File: src/rtl/bin2bcd_seq_ctrl_if.sv
// Handshake and result bundle for the sequential binary-to-BCD converter.
// The requester drives master. The converter implements slave.
interface bin2bcd_seq_ctrl_if #(
  parameter int WIDTH  = 16,
  parameter int DIGITS = 5
);
  logic                  start_i;
  logic [WIDTH-1:0]      bin_i;
  logic                  busy_o;
  logic                  done_o;
  logic [4*DIGITS-1:0]   bcd_o;
  logic                  overflow_o;

  modport master (
    output start_i, bin_i,
    input  busy_o, done_o, bcd_o, overflow_o
  );

  modport slave (
    input  start_i, bin_i,
    output busy_o, done_o, bcd_o, overflow_o
  );
endinterface

File: src/rtl/bin2bcd_seq_ctrl.sv
// Sequential shift-and-add-3 binary-to-BCD converter, one input bit per clock.
// Results hold until the next conversion completes; overflow flags truncated digits.
module bin2bcd_seq_ctrl #(
  parameter int WIDTH  = 16,
  parameter int DIGITS = 5
) (
  input  logic             clk,
  input  logic             rst_n,
  bin2bcd_seq_ctrl_if.slave bus
);
  localparam int CNT_W = $clog2(WIDTH + 1);
  localparam int BCD_W = 4 * DIGITS;

  typedef enum logic [1:0] {IDLE, SHIFT, DONE} state_t;

  state_t             state, state_nxt;
  logic [WIDTH-1:0]   bin_sr;
  logic [BCD_W-1:0]   work, work_corr, work_nxt;
  logic [CNT_W-1:0]   cnt;
  logic               ovf, ovf_nxt;
  logic [BCD_W-1:0]   bcd_q;
  logic               ovf_q;
  logic               load, last_step;

  function automatic logic [BCD_W-1:0] add3_all(input logic [BCD_W-1:0] w);
    logic [BCD_W-1:0] r;
    r = w;
    for (int d = 0; d < DIGITS; d++) begin
      if (w[4*d +: 4] >= 4'd5)
        r[4*d +: 4] = w[4*d +: 4] + 4'd3;
    end
    return r;
  endfunction

  // Correct every digit, then shift the next binary bit into the units digit.
  always_comb begin
    work_corr = add3_all(work);
    work_nxt  = {work_corr[BCD_W-2:0], bin_sr[WIDTH-1]};
    ovf_nxt   = ovf | work_corr[BCD_W-1];
  end

  always_ff @(posedge clk or negedge rst_n) begin
    if (!rst_n) state <= IDLE;
    else        state <= state_nxt;
  end

  always_comb begin
    state_nxt  = state;
    load       = 1'b0;
    last_step  = 1'b0;
    bus.busy_o = 1'b0;
    bus.done_o = 1'b0;
    case (state)
      IDLE: begin
        if (bus.start_i) begin
          load      = 1'b1;
          state_nxt = SHIFT;
        end
      end
      SHIFT: begin
        bus.busy_o = 1'b1;
        if (cnt == CNT_W'(1)) begin
          last_step = 1'b1;
          state_nxt = DONE;
        end
      end
      DONE: begin
        bus.done_o = 1'b1;
        state_nxt  = IDLE;
      end
      default: state_nxt = IDLE;
    endcase
  end

  always_ff @(posedge clk or negedge rst_n) begin
    if (!rst_n) begin
      bin_sr <= '0;
      work   <= '0;
      cnt    <= '0;
      ovf    <= 1'b0;
      bcd_q  <= '0;
      ovf_q  <= 1'b0;
    end else if (load) begin
      bin_sr <= bus.bin_i;
      work   <= '0;
      cnt    <= CNT_W'(WIDTH);
      ovf    <= 1'b0;
    end else if (state == SHIFT) begin
      bin_sr <= bin_sr << 1;
      work   <= work_nxt;
      cnt    <= cnt - CNT_W'(1);
      ovf    <= ovf_nxt;
      if (last_step) begin
        bcd_q <= work_nxt;
        ovf_q <= ovf_nxt;
      end
    end
  end

  assign bus.bcd_o      = bcd_q;
  assign bus.overflow_o = ovf_q;
endmodule

File: src/flat_wrapper.sv
// flat-port wrapper written by rule: the top's interface ports become plain ports
module bin2bcd_seq_ctrl_flat 
#(
  parameter int WIDTH  = 16,
  parameter int DIGITS = 5
)
  (clk, rst_n, bus_start_i, bus_bin_i, bus_busy_o, bus_done_o, bus_bcd_o, bus_overflow_o);
  bin2bcd_seq_ctrl_if #(.WIDTH(WIDTH), .DIGITS(DIGITS)) bus_i ();
  input  logic clk;
  input  logic rst_n;
  input wire logic [$bits(bus_i.start_i)-1:0] bus_start_i;
  input wire logic [$bits(bus_i.bin_i)-1:0] bus_bin_i;
  output wire logic [$bits(bus_i.busy_o)-1:0] bus_busy_o;
  output wire logic [$bits(bus_i.done_o)-1:0] bus_done_o;
  output wire logic [$bits(bus_i.bcd_o)-1:0] bus_bcd_o;
  output wire logic [$bits(bus_i.overflow_o)-1:0] bus_overflow_o;
  assign bus_i.start_i = bus_start_i;
  assign bus_i.bin_i = bus_bin_i;
  assign bus_busy_o = bus_i.busy_o;
  assign bus_done_o = bus_i.done_o;
  assign bus_bcd_o = bus_i.bcd_o;
  assign bus_overflow_o = bus_i.overflow_o;
  bin2bcd_seq_ctrl #(.WIDTH(WIDTH), .DIGITS(DIGITS)) u_core (.clk(clk), .rst_n(rst_n), .bus(bus_i));
endmodule
File: config.mk
export PLATFORM = sky130hd
export DESIGN_NAME = bin2bcd_seq_ctrl_flat
export DESIGN_NICKNAME = d
export VERILOG_FILES = /design/src/rtl/bin2bcd_seq_ctrl_if.sv /design/src/rtl/bin2bcd_seq_ctrl.sv /design/src/flat_wrapper.sv
export SDC_FILE = /design/constraint.sdc
export NUM_CORES = 1
export LEC_CHECK = 0
export BUFFER_PORTS_ARGS = -buffer_cell sky130_fd_sc_hd__buf_4
export CAP_MARGIN = 20
export CORE_ASPECT_RATIO = 0.8
export CORE_MARGIN = 1
export CORE_UTILIZATION = 56
export CTS_BUF_LIST = sky130_fd_sc_hd__clkbuf_8 sky130_fd_sc_hd__clkbuf_16
export DETAILED_ROUTE_END_ITERATION = 8
export PLACE_DENSITY_LB_ADDON = 0.12
export SYNTH_ARGS = -nofsm -noshare
export SYNTH_HDL_FRONTEND = slang
export SYNTH_SLANG_ARGS = --single-unit
File: constraint.sdc
create_clock -name clk -period 2.6 [get_ports clk]
set_input_delay 0.52 -clock clk [delete_from_list [all_inputs] [get_ports clk]]
set_output_delay 0.52 -clock clk [all_outputs]
set_load 0.01 [all_outputs]
==> flow_metrics.env <==
export IMPL_netlist_area_um2=3090
export IMPL_rows=23
export IMPL_drive_gt1_share_pct=22.1
export IMPL_place_area_um2=3400
export IMPL_drt_pass1_iterations=4
export IMPL_ys_warn_count=0
export IMPL_worst_setup_path_end_kind="output port"
export IMPL_via_count=2333
export IMPL_hold_viol=0
export IMPL_status="completed"
export IMPL_synth_edf_count=0
export IMPL_slew_violations=0
export IMPL_tns_ns=0
export IMPL_fillers=401
export IMPL_internal_power_mw=2.89
export IMPL_netlist_top_cells_count="dfrtp_1 (65), nand2_1 (63), o21ai_0 (34)"
export IMPL_synthArstFlopShare_pct=100
export IMPL_utilization_pct=70.1
export IMPL_h_tree_depth=3
export IMPL_io_buffers=41
export IMPL_grt_pass1_vias=2194
export IMPL_synth_most_common_cell="dfrtp_1"
export IMPL_cts_sinks=65
export IMPL_yosysTopAreaCell="dfrtp_1"
export IMPL_min_period_ns=1.94
export IMPL_n_antenna_cell=0
export IMPL_pwr_share_comb_pct=42.4
export IMPL_grt_start_max_net_pins=66
export IMPL_cts_root_buf="clkbuf_8"
export IMPL_tightest_slew_ns=0.785
export IMPL_fp_dieW_um=85.0
export IMPL_syn2layout_area_growth_pct=16.9
export IMPL_synth_cells=302
export IMPL_max_slew_margin_rel_pct=47.7
export IMPL_grt_pass1_wl_um=10400
export IMPL_pwr_density_cell_nw_per_um2=1330
export IMPL_core_um2=5150
export IMPL_clk_pin_slew_ns=0.08
export IMPL_die_area_um2=5820
export IMPL_viasPerCell=5.68
export IMPL_worst_path_max_fanout=24
export IMPL_ant_nets=0
export IMPL_clock_latency_ns=0.35
export IMPL_antenna_found_initial=0
export IMPL_io_pin_count=42
export IMPL_holdBufCountCts=0
export IMPL_start_util_pct=59.9
export IMPL_ys_ff_latch=65
export IMPL_p_leak_nw=1.70
export IMPL_yosys_cell_types_count=40
export IMPL_switching_share_pct=39.7
export IMPL_rsz0062_at_grt="no"
export IMPL_ir_drop_mv=0.672
export IMPL_grt_total_usage_pct=24.0
export IMPL_synth_top_flop_cell="dfrtp_1"
export IMPL_finalSetupViolCount=0
export IMPL_cts_resized=0
export IMPL_wire_per_inst_um=15.3
export IMPL_fin_crit_sh_pct=74.6
export IMPL_required_ns=2.08
export IMPL_yosysSeqAreaShare_pct=52.7
export IMPL_synth_nets=333
export IMPL_min_path_type="input pin to async pin"
export IMPL_crit_type="flop to output port"
export IMPL_cts_setup_buffers=0
export IMPL_drt_iter0_drc=168
export IMPL_maxCapViolCount=0
export IMPL_crit_arrival_ns=1.42
export IMPL_cp_start_kind="flop"
export IMPL_nNetsFinal=375
export IMPL_avgSynthCellArea_um2=10.2
export IMPL_cts_buffers=9
export IMPL_clockBufferDepth=2
export IMPL_routed_wl_um=6280
export IMPL_synth_area_top_cells="dfrtp_1 (53%), nand2_1 (7.7%), o21ai_0 (5.5%)"
export IMPL_fmax_mhz=516
export IMPL_dp_hpwl_um=4050
export IMPL_postLayoutCellArea_um2=3610
export IMPL_clock_power_share_pct=18.5
export IMPL_globalplace_congestion=0.785
export IMPL_die_y_um=68.4
export IMPL_synth_top_area_share_pct=52.7
export IMPL_gr_total_overflow=0
export IMPL_cts_tree="built"
export IMPL_seq_power_share_pct=39.1
export IMPL_p_switching_mw=1.90
export IMPL_clock_skew_ns=0.00913
export IMPL_remaining_drc_errors=0
logic make-up after synthesis:
kind of cell / after synthesis / synth area share [%]
AO/OA/AOI/OAI: 79 / 15.5
XOR/XNOR: 6 / 1.70
adder cells (fa/ha/maj): 12 / 4.86
buffers and inverters: 26 / 4.78
flip-flops: 65 / 52.7
multiplexers: 7 / 2.43
AND/OR/NAND/NOR: 107 / 18.0
sequential cells by signal (all words and copies together), names as in the netlist:
signal                 flops
u_core.bus.bcd_o          20
u_core.work               20
u_core.bin_sr             16
u_core.cnt                 5
u_core.state               2
u_core.bus.overflow_o      1
u_core.ovf                 1
layer usage:
metal | GRT usage, % | share of wire [%]
met5 | 0 | 0
met4 | 10.2 | 1.6
met3 | 7.24 | 5.4
met2 | 37.1 | 45
met1 | 31.8 | 48
worst paths after layout:
path | from | endpoint | slack, ns | depth (start not counted)
worst min register to register | u_core.bus.bcd_o[13] | u_core.bus.bcd_o[13] | 0.48 | 2
worst min-delay path | rst_n | u_core.work[9] | 0.25 | 1
worst max-delay path | u_core.state[1] | bus_busy_o | 0.66 | 3
max in group asynchronous | rst_n | u_core.cnt[2] | 1.83 | 1
worst max register to register | u_core.state[1] | u_core.work[3] | 0.80 | 5
min in group clk | bus_bin_i[13] | u_core.bin_sr[13] | 0.38 | 3
placed cells by master, fill, tap and decap left out, types with 3 or more instances in the layout:
cell / count
dfrtp_1: 65
nand2b_1: 7
ha_1: 12
or3b_2: 5
a22o_1: 4
clkbuf_8: 11
buf_4: 43
a22oi_1: 15
nand2_1: 63
o21ai_1: 4
xnor2_1: 6
o31ai_1: 4
nor3b_1: 5
nor3_1: 6
a21oi_1: 10
nor2_1: 6
mux2i_1: 3
clkinv_2: 3
inv_1: 12
a31oi_1: 5
o21ai_0: 34
critical path: stages, from the launching register on:
cell and delay, ns:
dfrtp_1 0.44, nand2b_1 0.24, inv_6 0.22, buf_4 0.16
power by group through the flow:
stage / Clock, mW / Sequential [mW] / Combinational [mW]
5_1_grt: 0.943 / 1.93 / 2.29
3_3_place_gp: 0 / 1.85 / 1.95
4_1_cts: 0.898 / 1.87 / 2.04
6_report: 0.886 / 1.87 / 2.03
2_1_floorplan: 0 / 1.86 / 1.42
3_5_place_dp: 0 / 1.87 / 2.03
final cells by class:
| class | instances | area, um2 | area share [%] |
|---|---|---|---|
| Tap cell | 62 | 77.6 | 2.15 |
| Timing Repair Buffer | 43 | 323 | 8.95 |
| Clock inverter | 5 | 53.8 | 1.49 |
| Multi-Input combinational cell | 211 | 1310 | 36.4 |
| Inverter | 14 | 62.6 | 1.73 |
| Clock buffer | 11 | 151 | 4.20 |
| Sequential cell | 65 | 1630 | 45.1 |
per-stage QoR:
step	hold WS, ns	worst slack [ns]	instances	power, mW
floorplan	0.224	1.11	302	3.28
finish	0.251	0.661	411	4.79
global placement	0.459	0.807	395	3.80
detailed placement	0.463	0.810	395	3.90
CTS	0.279	0.654	411	4.80
global route	0.319	0.606	411	5.17
(Power assumes the default switching activity.)
